`config.mk`:
```
export PLATFORM = sky130hd
export DESIGN_NAME = fetch_pc_unit
export DESIGN_NICKNAME = d
export VERILOG_FILES = /design/src/rtl/fetch_pc_unit_pkg.sv /design/src/rtl/fetch_pc_unit_return_address_stack.sv /design/src/rtl/fetch_pc_unit.sv
export SDC_FILE = /design/constraint.sdc
export NUM_CORES = 1
export LEC_CHECK = 0
export BUFFER_PORTS_ARGS = -buffer_cell sky130_fd_sc_hd__buf_2
export CAP_MARGIN = 20
export CORE_MARGIN = 2
export CORE_UTILIZATION = 49
export DETAILED_ROUTE_END_ITERATION = 7
export GPL_TIMING_DRIVEN = 0
export HOLD_SLACK_MARGIN = 0.05
export PLACE_DENSITY = 0.82
export REMOVE_ABC_BUFFERS = 1
export SYNTH_ARGS = -nofsm -noshare
export SYNTH_HDL_FRONTEND = slang
export SYNTH_SLANG_ARGS = --single-unit
export TNS_END_PERCENT = 100
```
`constraint.sdc`:
```
create_clock -name clock -period 2.6 [get_ports clock]
set_clock_uncertainty 0.1 [all_clocks]
set_input_delay 0.52 -clock clock [delete_from_list [all_inputs] [get_ports clock]]
set_output_delay 0.52 -clock clock [all_outputs]
set_load 0.01 [all_outputs]
```
`src/rtl/fetch_pc_unit_pkg.sv`:
```
// Shared types and constants for the fetch-stage program counter.
package fetch_pc_unit_pkg;

    localparam int unsigned PC_XLEN    = 32;
    localparam int unsigned INSN_BYTES = 4;

    typedef logic [PC_XLEN-1:0] word_t;

    typedef enum logic [1:0] {
        BOOT = 2'd0,
        RUN  = 2'd1,
        HALT = 2'd2
    } fetch_state_e;

    localparam word_t BOOT_ADDR_DEFAULT   = 32'h0000_0000;
    localparam word_t TRAP_VECTOR_DEFAULT = 32'h0000_0100;

    function automatic logic addr_misaligned(input logic [1:0] low_bits);
        return (low_bits != 2'b00);
    endfunction

endpackage

```
`src/rtl/fetch_pc_unit_return_address_stack.sv`:
```
// Circular return-address stack: push on call, pop on return; a push when full overwrites the oldest entry.
module return_address_stack #(
    parameter int unsigned XLEN  = 32,
    parameter int unsigned DEPTH = 4
) (
    input  logic            clock,
    input  logic            reset,
    input  logic            push,
    input  logic            pop,
    input  logic [XLEN-1:0] push_data,
    output logic [XLEN-1:0] top,
    output logic            empty
);

    localparam int unsigned PTR_W = (DEPTH > 1) ? $clog2(DEPTH) : 1;

    logic [XLEN-1:0]  entry_r [DEPTH];
    logic [PTR_W-1:0] top_ptr_r;
    logic [PTR_W:0]   count_r;
    logic             pop_s;

    assign empty = (count_r == {(PTR_W+1){1'b0}});
    assign top   = entry_r[top_ptr_r];
    assign pop_s = pop & ~empty;

    // Stack pointer, occupancy and entry storage; pop+push rewrites the top in place.
    always_ff @(posedge clock) begin
        if (reset) begin
            top_ptr_r <= {PTR_W{1'b0}};
            count_r   <= {(PTR_W+1){1'b0}};
            for (int i = 0; i < int'(DEPTH); i++) begin
                entry_r[i] <= {XLEN{1'b0}};
            end
        end else if (push && pop_s) begin
            entry_r[top_ptr_r] <= push_data;
        end else if (push) begin
            entry_r[top_ptr_r + PTR_W'(1)] <= push_data;
            top_ptr_r <= top_ptr_r + PTR_W'(1);
            if (count_r != (PTR_W+1)'(DEPTH)) begin
                count_r <= count_r + (PTR_W+1)'(1);
            end
        end else if (pop_s) begin
            top_ptr_r <= top_ptr_r - PTR_W'(1);
            count_r   <= count_r - (PTR_W+1)'(1);
        end
    end

endmodule

```
`src/rtl/fetch_pc_unit.sv`:
```
// Fetch-stage PC with BOOT/RUN/HALT control, trap/redirect/jump selection and misalignment trapping.
// Optional return-address-stack prediction is enabled by defining FETCH_PC_RAS_EN.
module fetch_pc_unit
    import fetch_pc_unit_pkg::*;
#(
    parameter int unsigned      XLEN        = PC_XLEN,
    parameter logic [XLEN-1:0]  BOOT_ADDR   = BOOT_ADDR_DEFAULT,
    parameter logic [XLEN-1:0]  TRAP_VECTOR = TRAP_VECTOR_DEFAULT,
    parameter int unsigned      RAS_DEPTH   = 4
) (
    input  logic            clock,
    input  logic            reset,
    input  logic            fetch_ready,
    input  logic            trap,
    input  logic            redirect,
    input  logic [XLEN-1:0] redirect_tgt,
    input  logic            jump,
    input  logic [XLEN-1:0] jump_offset,
    input  logic            halt,
    input  logic            resume,
    input  logic            call,
    input  logic            ret,
    output logic [XLEN-1:0] pc,
    output logic            fetch_valid,
    output logic            misaligned,
    output logic            ras_hit
);

    fetch_state_e    state_r, state_next_s;
    logic [XLEN-1:0] pc_r, pc_next_s, jump_tgt_s, ras_top_s;
    logic            fetch_valid_r, misaligned_r, ras_hit_r;
    logic            mis_next_s, hit_next_s;
    logic            accept_s, redirect_en_s, ras_empty_s;

    assign accept_s      = fetch_valid_r & fetch_ready;
    assign redirect_en_s = redirect & (state_r != HALT);
    assign jump_tgt_s    = pc_r + jump_offset;

`ifdef FETCH_PC_RAS_EN
    logic ras_push_s, ras_pop_s;

    // The RAS only moves on accepted fetches that are not overridden by trap or redirect.
    assign ras_push_s = accept_s & ~trap & ~redirect_en_s & call;
    assign ras_pop_s  = accept_s & ~trap & ~redirect_en_s & ~jump & ret & ~ras_empty_s;

    return_address_stack #(
        .XLEN  (XLEN),
        .DEPTH (RAS_DEPTH)
    ) u_ras (
        .clock     (clock),
        .reset     (reset),
        .push      (ras_push_s),
        .pop       (ras_pop_s),
        .push_data (pc_r + XLEN'(INSN_BYTES)),
        .top       (ras_top_s),
        .empty     (ras_empty_s)
    );
`else
    localparam int unsigned UNUSED_RAS_DEPTH = RAS_DEPTH;
    logic unused_ras_inputs_s;

    assign ras_empty_s         = 1'b1;
    assign ras_top_s           = {XLEN{1'b0}};
    assign unused_ras_inputs_s = &{1'b0, call, ret};
`endif

    // Next-PC selection by priority: trap, redirect, jump, RAS prediction, sequential, hold.
    always_comb begin
        pc_next_s  = pc_r;
        mis_next_s = 1'b0;
        hit_next_s = 1'b0;
        if (trap) begin
            pc_next_s = TRAP_VECTOR;
        end else if (redirect_en_s) begin
            if (addr_misaligned(redirect_tgt[1:0])) begin
                pc_next_s  = TRAP_VECTOR;
                mis_next_s = 1'b1;
            end else begin
                pc_next_s = redirect_tgt;
            end
        end else if (accept_s && jump) begin
            if (addr_misaligned(jump_tgt_s[1:0])) begin
                pc_next_s  = TRAP_VECTOR;
                mis_next_s = 1'b1;
            end else begin
                pc_next_s = jump_tgt_s;
            end
        end else if (accept_s && ret && !ras_empty_s) begin
            pc_next_s  = ras_top_s;
            hit_next_s = 1'b1;
        end else if (accept_s) begin
            pc_next_s = pc_r + XLEN'(INSN_BYTES);
        end else begin
            pc_next_s = pc_r;
        end
    end

    // Run-control state transitions; trap always lands in RUN.
    always_comb begin
        state_next_s = state_r;
        case (state_r)
            BOOT: state_next_s = RUN;
            RUN: begin
                if (trap) begin
                    state_next_s = RUN;
                end else if (halt) begin
                    state_next_s = HALT;
                end else begin
                    state_next_s = RUN;
                end
            end
            HALT: begin
                if (trap || resume) begin
                    state_next_s = RUN;
                end else begin
                    state_next_s = HALT;
                end
            end
            default: state_next_s = BOOT;
        endcase
    end

    // State, PC and registered output flags.
    always_ff @(posedge clock) begin
        if (reset) begin
            state_r       <= BOOT;
            pc_r          <= BOOT_ADDR;
            fetch_valid_r <= 1'b0;
            misaligned_r  <= 1'b0;
            ras_hit_r     <= 1'b0;
        end else begin
            state_r       <= state_next_s;
            pc_r          <= pc_next_s;
            fetch_valid_r <= (state_next_s == RUN);
            misaligned_r  <= mis_next_s;
            ras_hit_r     <= hit_next_s;
        end
    end

    assign pc          = pc_r;
    assign fetch_valid = fetch_valid_r;
    assign misaligned  = misaligned_r;
    assign ras_hit     = ras_hit_r;

endmodule

```
* Yosys cells after proc, flatten, opt, wreduce, memory -nomap -nowiden *
Cells that the tools add are included.

word-level totals
  register bits after elaboration = 36
  bits of input ports = 74
  word-level logic and storage cells = 35

cells by class
  add/subtract/negate cells = 2
  eq/ne operators = 4
  multiplexer cells = 14
  bitwise gates (word level) = 2
  reduce and logical (&&, ||, !) cells = 8

operator list
  kind                                           count
  two-way mux 32 bit                             5
  adder 32 x 3 -> 32 bit, second input constant  1
  adder 32 bit                                   1
  two-way mux 9 bit                              1
  two-way mux 2 bit                              3
  case mux 2 bit (3 select lines)                1
  == test 2 x 1 -> 1 bit, second input constant  2
  two-way mux 1 bit                              4
  nonzero test 2 bit                             2
  nonzero test 4 bit                             1
  nonzero test 3 bit                             1
  AND 1 bit                                      2
  == test 2 bit, second input constant           1
  logical NOT 2 bit                              1
  inequality test 2 bit, second input constant   1
  OR reduction 2 bit                             1
  logical AND 1 bit                              1
  logical OR 1 bit                               1

* Longest topological paths before layout *
Gate-level depths: netlist of run 1.

  depth after elaboration = 6
  depth in mapped cells = 10
  mapped depth without buffers = 10

* Worst setup path after synthesis of run 1 *
OpenSTA, ideal clock, no wires.

  path type = in2reg
  start = in jump_offset[10]
  end = reg pc_r[25] (netlist: pc[25])
  library setup time = 131 ps
  arrival = 2619 ps
  slack = -250 ps
  stages on the path = 9
  buffers on the path = 0
  cell sequence = ha_1 > a21o_1 > a221o_1 > a2111o_1 > a211oi_2 > o21ai_2 > a41oi_2 > xor2_1 > o22ai_1

between the ends
  word-level cells in the longest chain between the ends = 4

ends and longest elaborated chain
  item                  RTL line              text
  from (decl)           fetch_pc_unit.sv:18   input logic [XLEN-1:0] jump_offset,
  adder 32 bit          fetch_pc_unit.sv:37   assign jump_tgt_s = pc_r + jump_offset;
  two-way mux 32 bit    fetch_pc_unit.sv:82   if (addr_misaligned(jump_tgt_s[1:0])) begin
  two-way mux 32 bit    fetch_pc_unit.sv:81   end else if (accept_s && jump) begin
  two-way mux 32 bit    fetch_pc_unit.sv:74   end else if (redirect_en_s) begin
  to (signal assigned)  fetch_pc_unit.sv:133  pc_r <= pc_next_s;
  to (decl)             fetch_pc_unit.sv:30   logic [XLEN-1:0] pc_r, pc_next_s, jump_tgt_s, ras_top_s;

No other way between the ends.
A chain may end at the register's enable or synchronous reset.

* Worst setup path after layout of run 1 *
  start = reg pc_r[10] (netlist: pc[10])
  end = reg pc_r[25] (netlist: pc[25])

between the ends
  word-level cells in the longest chain between the ends = 4

ends and longest elaborated chain
  item                                                    RTL line
  adder 32 x 3 -> 32 bit or adder 32 bit (tied branches)  fetch_pc_unit.sv:92, fetch_pc_unit.sv:37
  two-way mux 32 bit, on equally long branches            fetch_pc_unit.sv:91, fetch_pc_unit.sv:82
  two-way mux 32 bit *                                    fetch_pc_unit.sv:81
  two-way mux 32 bit *                                    fetch_pc_unit.sv:74

Every way passes the cells marked *; elsewhere a longest branch is shown, timed or not. The select of a mux whose other input is x is not followed.

==> results.md, run 1 <==
* Worst slew margin at between 40% and 50%
* Initial DRC Count at 426
* Pleak at between 2 and 2.5 nW
* Worst-margin pin slew at 0.771 ns
* Pin count of the biggest net entering global routing at 29
* Logic pwr share at 39.0%
* Die footprint at 0.00885 mm2
* Gr ovfl total at 0
* Number of global-route vias before repair at 4658
* Power per standard cell area at 326 mW/mm2
* CP cell instances: ha_4, a21o_1, a221o_2, a2111o_1, a211oi_4, o21ai_2, a41oi_2, xor2_1, o22ai_1
* Core Util, Final at 67.8%
* Setup Crit Path Kind: flip-flop to flip-flop
* Int Pwr at 1.06 mW
* Synth Area in Adders at 10.6%
* Ys flop type: dfxtp_1
* CP arrival at 2.76 ns
* Hold Path Class: input pin to flip-flop
* Maxcap violations at 0
* Crit Path Max Fanout at 5
* Area after DPL at 0.00451 mm2
* Non-Filler Instances at 749
* Vias at 4872
* Slowest cell on crit path: a221o_2
* WL per Instance at around 19 um
* Crit path setup slack, layout at -0.0797 ns
* I/O pin count at around 110
* Initial antenna violation count at 0
* First-pass GRT wire length at 22200 um
* Ys async rst share at 0%
* Synth area leaders: dfxtp_1 (18%), ha_1 (10%), xnor2_1 (7.3%), a221oi_1 (5.3%), a21oi_1 (5.2%)
* CP Capture Type: flip-flop
* Estimated wirelength of the detail-placed design at 9600 um
* Largest family of logic cells by synthesized area: compound AO/OA/AOI/OAI gates
* Clock Pin Slew Worst Setup and Hold Paths at 0.09 ns
* Reg2reg start: pc[10]$_SDFFE_PP0P_
* Clk_lat worst skew at 0.30 ns
* Routed wl met2 at about 7000 um
* Synth top area share at 18.1%
* Final Hold Viols at 0
* IO buf count at 105
* Die Span Y at 94.1 um
* Core ar. at 0.00781 mm2
* Yosys warns at 0
* Final min period at around 2.7 ns
* Synthesized area per cell at ~7.6 um2
* Synth-to-layout area growth at 33.1%
* Metal1 wirelength at 5720 um
* Number of routed nets with antenna violations at 0
* Net Sw Frac at 38.5%
* Compound-Gate Fraction of Synth Area at 34.1%
* GP Congestion at 0.968
* Site row count at 32
* Synthesized flop and latch total at 36
* Initial Util at roughly 51%
* Slowest stage delay, CP at 0.46 ns
* DRC at 0
* Post-Syn Instances at 526
* Synth unique cells at 68
* Cts hold-fix bufs at 0
* Max Used Layer: met4
* ANT cells at 0
* Reg power frac at 35.4%
* Worst EP required at roughly 2.7 ns
* Failing checks: negative setup slack
* Status: finished, violations left
* CTS tree: built
* Drt pass-1 iters at 5
* Clk buf depth at 2
* Slew Limit Fails at 0
* Mux contribution to synthesized area at 0%
* Dominant cell type by area after synthesis: dfxtp_1
* Seq/Total Area, Yosys at 18.1%
* Crit path from: pc[10]$_SDFFE_PP0P_
* Peak VDD IR at 0.236 mV
* Final Cycle Share at 103%
* P_sw at about 670 uW
* Max Clock Freq at 373 MHz
* Placed insts at 709
* Finished Cell Area at 0.00529 mm2
* Routed length on met3 at 1350 um
* CTS buffer count at 5
* Routed vias/inst at 6.50
* Die X at around 94 um
* Synthesized cell area at slightly below 0.004 mm2
* Htree depth at 2
* Final setup viols at 5
* Final wirelength at 14500 um
* RSZ-0062 raised after global routing: yes
* Hold path start: reset
* Fraction of layout cells with a size suffix above 1 at 35.5%
* Post-synth EDFFs at 0
* Post-route setup TNS at -0.201 ns
* Num Clock Sinks at 36
* Synth Area in Simple Gates at 19.9%
* Xor-xnor portion of the synthesized cell area at roughly 11%
* CP Launch Type: flip-flop
* Hold_ws at 0.322 ns
* Final net count at between 700 and 800
* Clock power frac at 25.7%
* GRT Total Usage at 31.4%
* CTS Root Cell: clkbuf_8
## state kept, by name (all words and copies together) (netlist names)
register,count
fetch_valid,1
misaligned,1
state_r,2
pc,32
## cells in the final DEF, fill, tap and decap left out, types with 7 or more instances in the layout
master,instances
a211oi_1,9
a21o_1,18
a21oi_1,33
a21oi_2,7
a221oi_1,24
and3_1,10
buf_2,105
buf_4,29
dfxtp_1,20
dfxtp_2,10
ha_1,18
ha_4,12
inv_1,17
nand2_1,43
nand3_1,14
nand4_1,12
nor2_1,33
nor3_1,16
o21ai_0,37
o22ai_1,8
xnor2_1,33
xor2_1,18
## final cells by class
cell class	count	area, um2
clock buffers	5	68.8
clock inverters	3	23.8
fillers	662	2510
inverters	17	63.8
multi-input cells	445	3430
flip-flops and latches	36	756
well taps	102	128
repair buffers	141	826
## logic make-up (layout without fill, tap and decap cells)
logic type | Yosys count | in the layout
other | 1 | 1
AO/OA/AOI/OAI | 199 | 199
adder cells (fa/ha/maj) | 33 | 33
buffers and inverters | 45 | 166
AND/OR/NAND/NOR | 161 | 161
flip-flops | 36 | 36
XOR/XNOR | 51 | 51
## stage by stage
step / worst slack (ns) / total power, mW
after floorplan: -0.769 / 0.970
after global placement: -2.33 / 1.13
after detailed placement: -0.693 / 1.15
after CTS: -0.0733 / 1.66
after global routing: -0.166 / 1.81
final: -0.0797 / 1.73
## final timing paths
path	depth (start not counted)	slack, ns	to
max	9	-0.08	pc[25]$_SDFFE_PP0P_
min	2	0.32	pc[8]$_SDFFE_PP0P_
max reg2reg	9	-0.08	pc[25]$_SDFFE_PP0P_
min reg2reg	1	0.45	pc[1]$_SDFFE_PP0P_
## layer usage
metal,GRT usage (%),up-vias
met5,0,-
met4,14.1,0
met3,5.38,59
met2,51.4,314
met1,40.0,2271
li1,-,2228
## critical path, delay by kind of cell, from the launching register on
family | cells | cell delay, ns
adder cells (fa/ha/maj) | 1 | 0.24
AO/OA/AOI/OAI | 7 | 1.70
XOR/XNOR | 1 | 0.16
flip-flops | 1 | 0.36
## synthesized netlist by cell type (3+ instances only)
library cell and count:
nand4_1 12, o31ai_1 4, and3_1 10, xor2_1 18
o211ai_1 4, ha_1 32, inv_1 17, clkbuf_1 18
xnor2_1 33, nand3_1 15, nor2_1 34, clkbuf_8 4
a221o_1 3, nand2_1 45, nor3_1 19, a22oi_1 3
o22ai_1 8, o21bai_1 5, or3_1 3, a211oi_1 14
and2_1 6, or2_2 4, o21ai_0 40, a21o_1 18
a21oi_1 41, a31oi_1 9, dfxtp_1 36, o21a_1 3
a221oi_1 24
## power groups by stage
stage,Clock [mW],Sequential [mW],Combinational (mW)
after floorplan,0,0.624,0.346
after global placement,0,0.622,0.511
after detailed placement,0,0.623,0.532
after CTS,0.455,0.607,0.600
after global routing,0.469,0.614,0.726
final,0.443,0.610,0.673
## repair_timing
action / CTS / global route
endpoints found under the setup margin: 30 / 20
buffers inserted: 17 / 15
resized for setup: 57 / 42
pin swaps: 20 / 38
No activity file was read; power rests on OpenSTA's default activity.
==> run 2, diff against run 1 <==
CTS_BUF_LIST = sky130_fd_sc_hd__clkbuf_8 sky130_fd_sc_hd__clkbuf_16   (was not set)
MAX_ROUTING_LAYER = met4   (was not set)
==> run 2 against run 1 <==
  * The run still ends with negative setup slack left
  * Maximum frequency decreased by 0.62%
  * Wire length decreased by 5.3%
  * Setup slack got worse by 0.017 ns
  * Core utilization decreased by 2.2 points
  * Via count decreased by 3.4%
  * Non-clock buffer count decreased by 13
  * Count of clock-buffer cells in the layout unchanged
  * Die area unchanged
  * Sequential share of layout area increased by 0.36 points
  * Global-route usage decreased by 0.59 points
  * Highest routed layer unchanged
==> results.md, run 2 (same netlist as run 1, synthesis figures left out) <==
* CTS buffer count at 5
* Non-Filler Instances at 736
* Slew Limit Fails at 0
* Hold path start: reset
* Final min period at 2.70 ns
* Cts hold-fix bufs at 0
* Num Clock Sinks at 36
* Final Hold Viols at 0
* Hold Path Class: input pin to flip-flop
* Gr ovfl total at 0
* Status: finished, violations left
* ANT cells at 0
* Die X at 94.1 um
* Clk_lat worst skew at 0.31 ns
* Pleak at 2.17 nW
* WL per Instance at 18.7 um
* Site row count at 32
* Drt pass-1 iters at 5
* Die footprint at 0.00885 mm2
* First-pass GRT wire length at 21100 um
* Crit path from: pc[6]$_SDFFE_PP0P_
* Clock Pin Slew Worst Setup and Hold Paths at 0.09 ns
* Fraction of layout cells with a size suffix above 1 at 32.3%
* Max Clock Freq at 371 MHz
* CP Capture Type: flip-flop
* GP Congestion at 0.998
* Worst R2R End: pc[28]$_SDFFE_PP0P_
* Number of flip-flops in the largest register at 32
* CP arrival at 2.79 ns
* Power per standard cell area at 330 mW/mm2
* Placed insts at 709
* Worst EP required at 2.69 ns
* Initial Util at 50.9%
* Hold Path Sink: pc[8]$_SDFFE_PP0P_
* Reg2reg start: pc[6]$_SDFFE_PP0P_
* CTS Root Cell: clkbuf_8
* Htree depth at 2
* Final net count at 740
* CTS tree: built
* Synth-to-layout area growth at 28.8%
* Number of global-route vias before repair at between 4k and 5k
* Initial DRC Count at 349
* Routed vias/inst at 6.40
* Clk buf depth at 2
* Vias at 4707
* IO buf count at about 110
* CP Launch Type: flip-flop
* GRT Total Usage at 30.8%
* R2R cell count at 9
* RSZ-0062 raised after global routing: yes
* Most common cell after layout, fill and taps aside: buf_2
* DRC at 0
* Maxcap violations at 0
* Final Cycle Share at 104%
* Hold depth at 2
* Die Span Y at 94.1 um
* Final wirelength at ~14000 um
* Tot Pwr at 1.69 mW
* Estimated wirelength of the detail-placed design at 9630 um
* Commonest non-fill, non-tap cells in the layout: buf_2 (105), nand2_1 (43), a21oi_1 (36), o21ai_0 (36)
* Pin count of the biggest net entering global routing at 29
* Worst-margin pin slew at 0.733 ns
* Setup slack, reg-to-reg at -0.1 ns
* Core Util, Final at 65.6%
* Setup Crit Path Kind: flip-flop to flip-flop
* Crit Path Max Fanout at 6
* Final setup viols at 2
* Worst slew margin at 51.0%
* Failing checks: negative setup slack
* Crit path setup slack, layout at -0.0963 ns
* Initial antenna violation count at 0
* Core ar. at 0.00781 mm2
* Hold_ws at 0.314 ns
* Number of routed nets with antenna violations at 0
* Peak VDD IR at approximately 0.23 mV
* I/O pin count at 109
[run 2: changes by cell type in the layout (fill, tap and decap cells not counted), moves of 3 or more]
cell	delta
dfxtp_1	+3
buf_6	-3
a21oi_2	-3
a21oi_1	+3
buf_4	-10
[run 2: how the worst max path moves through the flow]
stage                               end  slack, ns  cells past startpoint
global route        pc[25]$_SDFFE_PP0P_      -0.16                      9
floorplan           pc[30]$_SDFFE_PP0P_      -0.77                      7
global placement    pc[30]$_SDFFE_PP0P_      -2.32                      8
detailed placement  pc[26]$_SDFFE_PP0P_      -0.67                     11
CTS                 pc[28]$_SDFFE_PP0P_      -0.03                     10
finish              pc[28]$_SDFFE_PP0P_       -0.1                      9
[run 2: critical path, stage by stage, from the launching register on]
cell and delay, ns:
dfxtp_1 0.42, ha_4 0.35, o21ai_1 0.11, a211oi_2 0.34, a2111o_1 0.25, nand2_2 0.08, a31oi_4 0.29, nor2_2 0.08
o2111a_1 0.23, or3_1 0.34
[run 2: what timing repair did]
action / 4_1_cts / 5_1_grt
buffers inserted: 13 / 6
pin swaps: 24 / 14
resized for setup: 60 / 25
setup endpoints to repair: 30 / 22
[run 2: report_power, final]
| part | total (mW) | internal [mW] | switching [mW] |
|---|---|---|---|
| Combinational | 0.634 | 0.279 | 0.355 |
| Clock | 0.446 | 0.190 | 0.256 |
| Sequential | 0.610 | 0.572 | 0.0375 |
| Total | 1.69 | 1.04 | 0.649 |
[run 2: per-layer routing]
metal,track usage [%],routed length (um),vias up
met5,-,0,-
li1,-,-,2205
met2,51.4,6640,260
met4,9.54,299,0
met3,3.29,1150,29
met1,39.1,5640,2213
[run 2: per-stage QoR]
stage	TNS (ns)	cell area, um2	worst slack [ns]
6_report	-0.156	5120	-0.0963
2_1_floorplan	-13.18	3800	-0.769
3_3_place_gp	-61.70	4460	-2.32
5_1_grt	-0.712	5120	-0.163
3_5_place_dp	-12.57	4510	-0.667
4_1_cts	-0.0913	4990	-0.0328
[run 2: cell type report]
cell class / count / area [um2]
multi-input combinational: 445 / 3370
fill: 689 / 2690
sequential: 36 / 749
timing repair buffer: 128 / 717
tap: 102 / 128
clock buffer: 5 / 68.8
inverter: 17 / 63.8
clock inverter: 3 / 23.8
==> run 3, diff against run 2 <==
==> constraint.sdc (replaced) <==
create_clock -name clock -period 2.6 [get_ports clock]
set_clock_uncertainty 0.1 [all_clocks]
set_input_delay 0.13 -clock clock [delete_from_list [all_inputs] [get_ports clock]]
set_output_delay 0.13 -clock clock [all_outputs]
set_load 0.01 [all_outputs]
==> run 3 against run 2 <==
  * The run still ends with negative setup slack left
  * Highest routed layer unchanged
  * Die area did not move
  * Largest power group unchanged
  * Combinational power grew 4.4%
  * Maximum frequency grew 0.14%
  * Largest cell class unchanged
==> results.md, run 3 (same netlist as run 1, synthesis figures left out) <==
* Status: finished, violations left
* Failing checks: negative setup slack
* Hold_ws at approximately 0.046 ns
* RSZ-0062 raised after global routing: yes
* Routed vias/inst at roughly 6.3
* Fraction of layout cells with a size suffix above 1 at 31.4%
* Gr ovfl total at 0
* First-pass GRT wire length at between 20000 and 25000 um
* Final setup viols at 4
* Logic pwr share at 38.6%
* Reg2reg start: pc[10]$_SDFFE_PP0P_
* Pleak at 2.28 nW
* CTS tree: built
* Final wirelength at approximately 14000 um
* CP Capture Type: flip-flop
* Clock power frac at 25.9%
* Number of flip-flops in the largest register at 32
* Hold Path Sink: pc[17]$_SDFFE_PP0P_
* Clock Pin Slew Worst Setup and Hold Paths at 0.09 ns
* Net Sw Frac at a little under two fifths
* Maxcap violations at 0
* Worst-margin pin slew at 0.725 ns
* Hold Path Class: input pin to flip-flop
* Tot Pwr at 1.72 mW
* Core ar. at approximately 0.0078 mm2
* CTS Root Cell: clkbuf_8
* Crit Path Max Fanout at 6
* Hold path start: redirect_tgt[17]
* DRC at 0
* Site row count at 32
* Drt pass-1 iters at 5
* Crit path setup slack, layout at -0.0924 ns
* Commonest non-fill, non-tap cells in the layout: buf_2 (105), nand2_1 (43), a21oi_1 (36), o21ai_0 (36)
* Reg power frac at 35.5%
* Setup Crit Path Kind: flip-flop to flip-flop
* Max Clock Freq at 371 MHz
* Peak VDD IR at 0.249 mV
* Die Span Y at 94.1 um
* GP Congestion at 0.998
* GRT Total Usage at about 31%
* Worst slew margin at between 50% and 60%
* Htree depth at 2
* Number of routed nets with antenna violations at 0
* P_sw at 651 uW
* Estimated wirelength of the detail-placed design at 9630 um
* CP Launch Type: flip-flop
* Num Clock Sinks at 36
* Final Hold Viols at 0
* IO buf count at approximately 110
* CP arrival at 2.77 ns
* Die footprint at 0.00885 mm2
* Die X at 94.1 um
* Pin count of the biggest net entering global routing at 29
* Vias at 4802
* Int Pwr at roughly 1.1 mW
* ANT cells at 0
* R2R cell count at 9
* Final min period at 2.69 ns
* Clk_lat worst skew at 0.31 ns
* Final net count at 766
* WL per Instance at about 18 um
* Non-Filler Instances at between 700 and 800
* Slew Limit Fails at 0
* Final Cycle Share at 104%
* Worst EP required at 2.68 ns
* I/O pin count at 109
* Setup slack, reg-to-reg at -0.09 ns
* Initial DRC Count at 341
* Synth-to-layout area growth at 35.0%
* Power per standard cell area at 320 mW/mm2
* Most common cell after layout, fill and taps aside: buf_2
* Initial Util at between 50% and 60%
* Placed insts at 709
* Clk buf depth at 2
* Number of global-route vias before repair at between 4k and 5k
* Hold depth at 3
* CTS buffer count at 5
* Worst R2R End: pc[25]$_SDFFE_PP0P_
* Initial antenna violation count at 0
-- run 3: worst max-delay path by stage --
stage | start | endpoint | slack [ns] | depth (start not counted)
final | pc[10]$_SDFFE_PP0P_ | pc[25]$_SDFFE_PP0P_ | -0.09 | 9
after detailed placement | state_r[1]$_SDFF_PP0_ | pc[28]$_SDFFE_PP0P_ | -0.64 | 7
after floorplan | state_r[0]$_SDFF_PP0_ | pc[30]$_SDFFE_PP0P_ | -0.64 | 7
after CTS | pc[0]$_SDFFE_PP0P_ | pc[28]$_SDFFE_PP0P_ | -0.03 | 10
after global placement | state_r[0]$_SDFF_PP0_ | pc[30]$_SDFFE_PP0P_ | -2.13 | 7
after global routing | pc[8]$_SDFFE_PP0P_ | pc[25]$_SDFFE_PP0P_ | -0.16 | 9
-- run 3: what timing repair did --
| item | in CTS | in global routing |
|---|---|---|
| buffers inserted | 13 | 7 |
| hold endpoints to repair | 26 | 0 |
| hold buffers | 25 | 0 |
| resized for setup | 60 | 25 |
| endpoints found under the setup margin | 30 | 19 |
| pin swaps | 24 | 12 |
-- run 3: layer usage --
layer	GRT usage (%)	up-vias	wire length [um]
li1	-	2257	-
met1	39.2	2280	5910
met2	52.8	227	6770
met3	3.13	38	934
met4	9.90	0	324
met5	-	-	0
-- run 3: area by class of cell --
| type | instances | area, um2 |
|---|---|---|
| multi-input combinational | 445 | 3360 |
| timing repair buffer | 154 | 971 |
| sequential | 36 | 754 |
| fill | 653 | 2440 |
| inverter | 17 | 63.8 |
| clock buffer | 5 | 68.8 |
| tap | 102 | 128 |
| clock inverter | 3 | 23.8 |
-- run 3: power by group through the flow --
stage | clock network, mW | logic, mW | registers (mW)
global placement | 0 | 0.511 | 0.622
floorplan | 0 | 0.346 | 0.624
finish | 0.445 | 0.662 | 0.610
CTS | 0.451 | 0.626 | 0.607
global route | 0.468 | 0.714 | 0.613
detailed placement | 0 | 0.530 | 0.623
-- run 3: worst max-delay path: stages (launching register included) --
cell and delay (ns):
dfxtp_4 0.37, ha_4 0.24, a21o_1 0.17, a221o_1 0.42, a2111o_1 0.43, a211oi_4 0.27
o21ai_2 0.13, a41oi_2 0.17, xor2_1 0.17, o22ai_1 0.09
-- run 3: stage by stage --
step                      setup slack, ns  utilization [%]  instance area, um2  setup TNS [ns]
after global placement              -2.13             57.1                4460          -55.63
after CTS                         -0.0328             67.2                5240         -0.0913
final                             -0.0924             68.8                5370          -0.176
after floorplan                    -0.641                -                3800           -9.22
after global routing               -0.163             68.8                5370          -0.715
after detailed placement           -0.637             57.7                4510           -9.67
